===== src/rtl/fft_frame_controller.sv =====
// fft_frame_controller
// Frame scheduler around an in-place FFT core. Owns the shared N-point working
// memory while loading samples and unloading results, hands it to the engine
// in between, and sequences IDLE -> LOAD -> START -> RUN -> UNLOAD -> IDLE.
//
// Optional feature macro: FFT_BITREV_EN
//   defined   : sample k is written to address bitrev(k) (input order for DIT engine)
//   undefined : sample k is written to address k
//   Results are always read back in natural order.
//
// Ports
//   clk, rst_n                 clock, asynchronous active-low reset
//   enable                     allows a new frame to start from IDLE
//   in_valid/in_ready/in_data  sample input stream
//   out_valid/out_ready/out_data/out_last  result output stream (out_last on index N-1)
//   start_fft                  one-cycle engine start pulse
//   fft_done                   engine completion (level or pulse)
//   mem_sel                    1 = controller owns memory, 0 = engine owns it
//   mem_we/mem_addr/mem_wdata  memory write/read port (read data 1 cycle after addr)
//   mem_rdata                  memory read data
//   busy                       high whenever not IDLE
//   frame_done                 high in the cycle of the final result transfer
module fft_frame_controller #(
    parameter int unsigned N_LOG2 = 5,
    parameter int unsigned DATA_W = 64
) (
    input  logic              clk,
    input  logic              rst_n,
    input  logic              enable,
    input  logic              in_valid,
    output logic              in_ready,
    input  logic [DATA_W-1:0] in_data,
    output logic              out_valid,
    input  logic              out_ready,
    output logic [DATA_W-1:0] out_data,
    output logic              out_last,
    output logic              start_fft,
    input  logic              fft_done,
    output logic              mem_sel,
    output logic              mem_we,
    output logic [N_LOG2-1:0] mem_addr,
    output logic [DATA_W-1:0] mem_wdata,
    input  logic [DATA_W-1:0] mem_rdata,
    output logic              busy,
    output logic              frame_done
);

    localparam logic [N_LOG2-1:0] LAST_IDX = '1;

    typedef enum logic [2:0] {
        S_IDLE,
        S_LOAD,
        S_START,
        S_RUN,
        S_UNLOAD
    } state_t;

    // Load address for sample index c
    function automatic logic [N_LOG2-1:0] wr_addr(input logic [N_LOG2-1:0] c);
`ifdef FFT_BITREV_EN
        logic [N_LOG2-1:0] r;
        r = '0;
        for (int i = 0; i < int'(N_LOG2); i++) begin
            r[i] = c[N_LOG2-1-i];
        end
        return r;
`else
        return c;
`endif
    endfunction

    state_t              state_q, state_d;
    logic [N_LOG2-1:0]   cnt_q, cnt_d;
    logic [N_LOG2-1:0]   rd_cnt_q, rd_cnt_d;
    logic                rd_all_q, rd_all_d;
    logic                run_first_q, run_first_d;
    logic                infl_q, infl_d;
    logic                infl_last_q, infl_last_d;
    logic [DATA_W-1:0]   fifo_data_q [2];
    logic [DATA_W-1:0]   fifo_data_d [2];
    logic [1:0]          fifo_last_q, fifo_last_d;
    logic                wr_ptr_q, wr_ptr_d;
    logic                rd_ptr_q, rd_ptr_d;
    logic [1:0]          count_q, count_d;
    logic                in_ready_q, in_ready_d;
    logic                mem_sel_q, mem_sel_d;
    logic                busy_q, busy_d;
    logic                start_fft_q, start_fft_d;

    logic                in_xfer;
    logic                out_xfer;
    logic                rd_issue;
    logic [1:0]          occ;

    // Handshake decodes; in_ready_q is only high in LOAD
    assign in_xfer   = in_valid && in_ready_q;
    assign out_valid = (count_q != 2'd0);
    assign out_data  = fifo_data_q[rd_ptr_q];
    assign out_last  = out_valid && fifo_last_q[rd_ptr_q];
    assign out_xfer  = out_valid && out_ready;

    // Buffer occupancy after this cycle's pop, counting the read in flight;
    // accounting for the pop is what sustains one result per cycle.
    assign occ      = count_q - 2'(out_xfer) + 2'(infl_q);
    assign rd_issue = (state_q == S_UNLOAD) && !rd_all_q && (occ < 2'd2);

    assign in_ready   = in_ready_q;
    assign mem_sel    = mem_sel_q;
    assign busy       = busy_q;
    assign start_fft  = start_fft_q;
    assign mem_we     = in_xfer;
    assign mem_wdata  = in_xfer ? in_data : '0;
    assign mem_addr   = in_xfer ? wr_addr(cnt_q) : (rd_issue ? rd_cnt_q : '0);
    assign frame_done = out_xfer && out_last;

    // Next-state, counters and output buffer
    always_comb begin
        state_d     = state_q;
        cnt_d       = cnt_q;
        rd_cnt_d    = rd_cnt_q;
        rd_all_d    = rd_all_q;
        run_first_d = (state_q == S_START);
        infl_d      = rd_issue;
        infl_last_d = rd_issue && (rd_cnt_q == LAST_IDX);
        fifo_data_d = fifo_data_q;
        fifo_last_d = fifo_last_q;
        wr_ptr_d    = wr_ptr_q;
        rd_ptr_d    = rd_ptr_q;
        count_d     = count_q + 2'(infl_q) - 2'(out_xfer);

        // Read data returning from last cycle's address enters the buffer
        if (infl_q) begin
            fifo_data_d[wr_ptr_q] = mem_rdata;
            fifo_last_d[wr_ptr_q] = infl_last_q;
            wr_ptr_d              = ~wr_ptr_q;
        end
        if (out_xfer) begin
            rd_ptr_d = ~rd_ptr_q;
        end
        if (rd_issue) begin
            rd_cnt_d = rd_cnt_q + N_LOG2'(1);
            if (rd_cnt_q == LAST_IDX) begin
                rd_all_d = 1'b1;
            end
        end

        unique case (state_q)
            S_IDLE: begin
                if (enable) begin
                    state_d = S_LOAD;
                end
            end
            S_LOAD: begin
                if (in_xfer) begin
                    cnt_d = cnt_q + N_LOG2'(1);
                    if (cnt_q == LAST_IDX) begin
                        state_d = S_START;
                    end
                end
            end
            S_START: begin
                state_d = S_RUN;
            end
            S_RUN: begin
                // A done level left over from the previous frame is ignored
                // in the first RUN cycle.
                if (fft_done && !run_first_q) begin
                    state_d  = S_UNLOAD;
                    rd_cnt_d = '0;
                    rd_all_d = 1'b0;
                end
            end
            S_UNLOAD: begin
                if (frame_done) begin
                    state_d = S_IDLE;
                end
            end
            default: begin
                state_d = S_IDLE;
            end
        endcase

        in_ready_d  = (state_d == S_LOAD);
        mem_sel_d   = (state_d == S_LOAD) || (state_d == S_UNLOAD);
        busy_d      = (state_d != S_IDLE);
        start_fft_d = (state_d == S_START);
    end

    // State and registered outputs
    always_ff @(posedge clk or negedge rst_n) begin
        if (!rst_n) begin
            state_q     <= S_IDLE;
            cnt_q       <= '0;
            rd_cnt_q    <= '0;
            rd_all_q    <= 1'b0;
            run_first_q <= 1'b0;
            infl_q      <= 1'b0;
            infl_last_q <= 1'b0;
            fifo_data_q <= '{default: '0};
            fifo_last_q <= '0;
            wr_ptr_q    <= 1'b0;
            rd_ptr_q    <= 1'b0;
            count_q     <= '0;
            in_ready_q  <= 1'b0;
            mem_sel_q   <= 1'b0;
            busy_q      <= 1'b0;
            start_fft_q <= 1'b0;
        end else begin
            state_q     <= state_d;
            cnt_q       <= cnt_d;
            rd_cnt_q    <= rd_cnt_d;
            rd_all_q    <= rd_all_d;
            run_first_q <= run_first_d;
            infl_q      <= infl_d;
            infl_last_q <= infl_last_d;
            fifo_data_q <= fifo_data_d;
            fifo_last_q <= fifo_last_d;
            wr_ptr_q    <= wr_ptr_d;
            rd_ptr_q    <= rd_ptr_d;
            count_q     <= count_d;
            in_ready_q  <= in_ready_d;
            mem_sel_q   <= mem_sel_d;
            busy_q      <= busy_d;
            start_fft_q <= start_fft_d;
        end
    end

endmodule


===== config.mk =====
export PLATFORM = sky130hd
export DESIGN_NAME = fft_frame_controller
export DESIGN_NICKNAME = d
export VERILOG_FILES = /design/src/rtl/fft_frame_controller.sv
export SDC_FILE = /design/constraint.sdc
export NUM_CORES = 1
export LEC_CHECK = 0
export CAP_MARGIN = 20
export CORE_ASPECT_RATIO = 1.1
export CORE_UTILIZATION = 40
export DETAILED_ROUTE_END_ITERATION = 10
export GPL_TIMING_DRIVEN = 0
export PLACE_DENSITY = 0.84
export SLEW_MARGIN = 15
export SYNTH_ARGS = -nofsm -noshare
export SYNTH_HDL_FRONTEND = slang
export SYNTH_SLANG_ARGS = --single-unit

===== constraint.sdc =====
create_clock -name clk -period 3.85 [get_ports clk]
set_clock_uncertainty 0.05 [all_clocks]
set_input_delay 0.385 -clock clk [delete_from_list [all_inputs] [get_ports clk]]
set_output_delay 0.385 -clock clk [all_outputs]
set_load 0.01 [all_outputs]

==> reports/results.ini, run 1 <==
[placement]
io_buffers=274
place.gp.congestion=0.900
post_dp_cell_area_um2=10200
dp_hpwl_um=14200
dp_worst_setup_slack_ns=-0.0164

[floorplan]
coreArea_um2=17600
initial_core_util_pct=40.7
dieArea_um2=18500
rows=51
io-pin-count=275
dieHeight_um=142
die_w_um=130

[sta]
rsz0062_at_grt=false
setup-violations-final=0
worstMarginPinSlew_ns=0.649
fmax_ghz=0.274
setup_slack_ns=0.202
slew_headroom_pct=56.7
period_share_pct=94.8
slew_violations=0
post-route-min-period_ns=3.65
finalHoldViolations=0

[route]
first_iter_violations=140
drtAntennaViolNets=0
vias_per_cell=4.95
drc=0
wl_um=18700
vias=5400
dr.pass1.iters=6
wl_per_cell_um=17.1

[yosys]
synth_cell_types=34
syn-num-nets=685
netlist_area_um2=7170
synth_edf_count=0
ys_warn_count=0
yosys_register_bits=155
async_flop_share_pct=100
yosysSeqAreaShare_pct=54.1
syn_inst=544
syn_avg_cell_area_um2=13.2
synth_flop_cell=dfrtp_1

[global_routing]
grtUsageTotal_pct=20.7
grt_overflow=0
grt_max_degree=105
grt_pass1_vias=5601
antenna_found_initial=0
grt_first_pass_wirelength_um=28600

[critical_path]
path_max_fanout=9
setup.worst_path.start=count_q[1]
required_ns=3.41
worstSetupPathType=reg2out
start_kind=flop
r2r_start=count_q[1]
crit_arrival_ns=3.21
critPathCaptureType=primary output

[min_path]
holdCritPathClass=in2async

[power]
p_leak_nw=5.02
swShare_pct=28.7
p_total_w=0.00601
power_frac_clock_pct=29.8
seqPwrFrac_pct=32.9
p_per_area_nw_per_um2=551
ir_drop_mv=0.292
p_sw_w=0.00172
internal_power_w=0.00429
power.share.combinational_pct=37.3

[layout]
areaGrowthSynthToFinish_pct=52.2
diodes=0
layout_commonest_cell=clkdlybuf4s50_1
fin_area_um2=10900
layout_common_cells=clkdlybuf4s50_1 (269), mux2_2 (194), dfrtp_1 (155)
final_nets=981
drive_gt1_share_pct=27.9

[clocking]
clock_path_buffers=2
cts_inserted_buffers=17
cts_tree=done
clock-sinks=155
insertion_delay_ns=0.42
htreeDepth=4
cts-root-buf=clkbuf_16
clk_pin_slew_ns=0.06

[run_status]
outcome=finished clean

[flow_run]
cap_viol_max_count=0

==> state kept, by name (all words and copies together), names as in the netlist, 2 cells and up <==
name         cells
cnt_q            5
state_q          3
fifo_last_q      2
count_q          2
rd_cnt_q         5
fifo_data_q    128
==> layout make-up <==
class	count	area, um2
Fill cell	1411	6690
Sequential cell	155	3880
Multi-Input combinational cell	345	3130
Timing Repair Buffer	277	2800
Clock buffer	19	453
Tap cell	238	298
Clock inverter	12	186
Buffer	38	145
Inverter	6	22.5
==> power groups by stage <==
stage                     Sequential, W  Clock (W)  Combinational, W
after floorplan                 0.00197          0           0.00110
after global placement          0.00199          0           0.00222
after detailed placement        0.00200          0           0.00225
after CTS                       0.00198    0.00184           0.00228
after global routing            0.00200    0.00190           0.00241
final                           0.00198    0.00179           0.00224
==> metal layers <==
layer  up-vias  track usage, %  routed length (um)  part of all wire, %
met2       205            37.5                9980                   53
met3        26            5.98                1140                  6.1
met4         0            8.69                 421                  2.3
li1       2528               -                   -                    -
met1      2641            22.1                7140                   38
met5         -               0                   0                    0
==> worst max-delay path: stages (launching register included) <==
cell and delay (ns):
dfrtp_1 0.42, o21ai_2 0.18, inv_1 0.06, ha_1 0.26
inv_1 0.05, ha_1 0.14, xor3_2 0.25, or4b_1 0.47
clkbuf_2 0.19, o21ai_1 0.20, clkdlybuf4s50_1 0.56
==> cells by family after synthesis <==
| kind of cell | share of synthesized area, % |
|---|---|
| multiplexers | 30.7 |
| adder cells (fa/ha/maj) | 1.22 |
| AO/OA/AOI/OAI | 1.43 |
| flip-flops | 54.1 |
| AND/OR/NAND/NOR | 9.26 |
| XOR/XNOR | 0.959 |
| buffers and inverters | 2.34 |
==> timing repair <==
action	CTS	global route
resized for setup	3	5
hold endpoints to repair	51	0
setup buffers	1	0
endpoints found under the setup margin	5	5
hold buffers	1	0
pin swaps	1	0
==> final timing paths <==
kind | to | slack (ns) | depth (start not counted)
hold reg to reg | rd_all_q | 0.44 | 1
setup / recovery | mem_addr[4] | 0.20 | 10
max in group asynchronous | fifo_data_q[45] | 2.46 | 3
min in group clk | rd_all_q | 0.44 | 1
hold / removal | fifo_data_q[10] | 0.43 | 2
setup reg to reg | rd_cnt_q[0] | 1.18 | 11
==> through the flow <==
step | std cells | util [%] | hold slack (ns) | setup TNS [ns]
final | 1090 | 62.0 | 0.428 | 0
after global routing | 1090 | 62.0 | 0.445 | 0
after CTS | 1090 | 61.9 | 0.417 | 0
after detailed placement | 1057 | 58.2 | 0.280 | -0.0164
after global placement | 1056 | 58.0 | 0.411 | -609.84
after floorplan | 544 | - | 0.0394 | 0
==> cells in the mapped netlist, types with 4 or more instances <==
library cell  instances  area, um2
xnor2_1               4       35.0
nor2_1                7       26.3
clkbuf_1             33        124
inv_1                 5       18.8
nand2_1              28        105
nand3_1               5       25.0
mux2_2              194       2180
and3_1               66        413
ha_1                  7       87.6
dfrtp_1             155       3880
o21ai_0               9       45.0
No activity file was read; power rests on OpenSTA's default activity.
==> inputs of run 2 (changes only) <==
==> constraint.sdc (replaced) <==
create_clock -name clk -period 3.5 [get_ports clk]
set_clock_uncertainty 0.05 [all_clocks]
set_input_delay 0.35 -clock clk [delete_from_list [all_inputs] [get_ports clk]]
set_output_delay 0.35 -clock clk [all_outputs]
set_load 0.01 [all_outputs]
==> run 2 against run 1 <==
- wire length unchanged
- cell count unchanged
- register-to-register slack got worse by 0.31 ns
- global-route usage about the same
- first-iteration DRC count decreased by 5.7%
- total power increased by 9.8%
- setup slack got worse by 0.016 ns
- clock power increased by 10%
- die area unchanged
- count of clock-buffer cells in the layout unchanged
- combinational power increased by 9.8%
- largest cell class unchanged
==> reports/results.ini, run 2 (synthesized netlist as in run 1, its figures left out) <==
[global_routing]
grt.met3_usage_pct=6.02
use_met2_pct=37.5
grt_overflow=0
gr-max-usage-layer=met2
grt_pass1_vias=5598
grtUsageTotal_pct=20.6
use_met1_pct=22.0
grt_first_pass_wirelength_um=28600
grt_max_degree=105
antenna_found_initial=0

[sta]
slew_violations=0
post-route-min-period_ns=3.31
setup-violations-final=0
slew_headroom_pct=56.8
rsz0062_at_grt=false
setup_slack_ns=0.186
finalHoldViolations=0
period_share_pct=94.7
fmax_ghz=0.302
worstMarginPinSlew_ns=0.647

[layout]
layout_commonest_cell=clkdlybuf4s50_1
diodes=0
layout_common_cells=clkdlybuf4s50_1 (268), mux2_2 (194), dfrtp_1 (155)
fin_cells=1090
drive_gt1_share_pct=28.3
areaGrowthSynthToFinish_pct=51.9
largest_reg_flops=128
fin_area_um2=10900
reg_top3=fifo_data_q (128), cnt_q (5), rd_cnt_q (5)
final_nets=981
regMostFlops=fifo_data_q

[route]
drtAntennaViolNets=0
wl_per_cell_um=17.1
dr.pass1.iters=6
vias=5396
vias_per_cell=4.95
first_iter_violations=132
drc=0
wl_um=18700

[clocking]
cts-root-buf=clkbuf_16
cts_tree=done
clk_pin_slew_ns=0.06
htreeDepth=4
clock_path_buffers=2
cts_inserted_buffers=17
clock-sinks=155
insertion_delay_ns=0.42

[power]
p_leak_nw=4.98
p_per_area_nw_per_um2=606
ir_drop_mv=0.321
p_total_w=0.00660

[flow_run]
cap_viol_max_count=0

[placement]
place.gp.congestion=0.900
dp_worst_setup_slack_ns=-0.296
dp_hpwl_um=14200
placedCellCount=1057
io_buffers=274
post_dp_cell_area_um2=10200

[critical_path]
worstSetupPathType=reg2out
setup.worst_path.start=count_q[1]
critPathCaptureType=primary output
path_cells=o21ai_2 -> inv_1 -> ha_1 -> inv_1 -> ha_1 -> xor3_2 -> or4b_1 -> buf_4 -> inv_4 -> ha_1 -> nand2_1 -> nand2_1 -> clkbuf_2
start_kind=flop
path_max_fanout=9
worst_path_largest_cell_delay_ns=0.48
cp_common_cell=ha_1
critical-path-top-delay-family=simple AND/OR/NAND/NOR gates
cp_slowest_cell=or4b_1
path_buf_inv=5
r2r_start=count_q[1]
crit_arrival_ns=2.91
required_ns=3.10

[floorplan]
coreArea_um2=17600
io-pin-count=275
die_w_um=130
rows=51
dieArea_um2=18500
initial_core_util_pct=40.7
dieHeight_um=142

[run_status]
outcome=finished clean

[min_path]
holdCritPathClass=in2async

## run 2: final timing paths
kind | endpoint | slack, ns | cells after the start
worst max-delay path | mem_addr[0] | 0.19 | 13
worst min-delay path | fifo_data_q[10] | 0.39 | 2
worst max register to register | rd_cnt_q[3] | 0.87 | 10
worst min register to register | rd_all_q | 0.44 | 1
max in group asynchronous | fifo_data_q[45] | 2.15 | 3
min in group clk | rd_all_q | 0.44 | 1
## run 2: through the flow
| stage | hold WS (ns) | util, % | TNS [ns] |
|---|---|---|---|
| 3_3_place_gp | 0.411 | 58.0 | -659.35 |
| 4_1_cts | 0.382 | 61.9 | 0 |
| 5_1_grt | 0.410 | 61.9 | 0 |
| 3_5_place_dp | 0.245 | 58.2 | -0.661 |
| 6_report | 0.392 | 61.9 | 0 |
| 2_1_floorplan | 0.00441 | - | 0 |
## run 2: cell type report
cell class              instances  area, um2
clock inverters                12        186
well taps                     238        298
clock buffers                  19        453
fillers                      1418       6720
repair buffers                277       2780
multi-input cells             345       3130
inverters                       6       25.0
plain buffers                  38        148
flip-flops and latches        155       3880
## run 2: power by group
| part | leakage, nW | total [W] | switching, W | internal [W] |
|---|---|---|---|---|
| Sequential | 1.98 | 0.00218 | 0.000146 | 0.00203 |
| Clock | 0.303 | 0.00197 | 0.000736 | 0.00124 |
| Combinational | 2.69 | 0.00246 | 0.00102 | 0.00144 |
## run 2: what timing repair did
action,4_1_cts,5_1_grt
hold buffers,1,0
endpoints found under the hold margin,51,0
setup buffers,1,0
pin swaps,1,0
gates resized for setup,11,11
setup endpoints to repair,5,5
## run 2: layer usage
metal / up-vias / share of wire (%)
li1: 2529 / -
met1: 2636 / 38
met2: 205 / 53
met3: 26 / 6.1
met4: 0 / 2.3
met5: - / 0
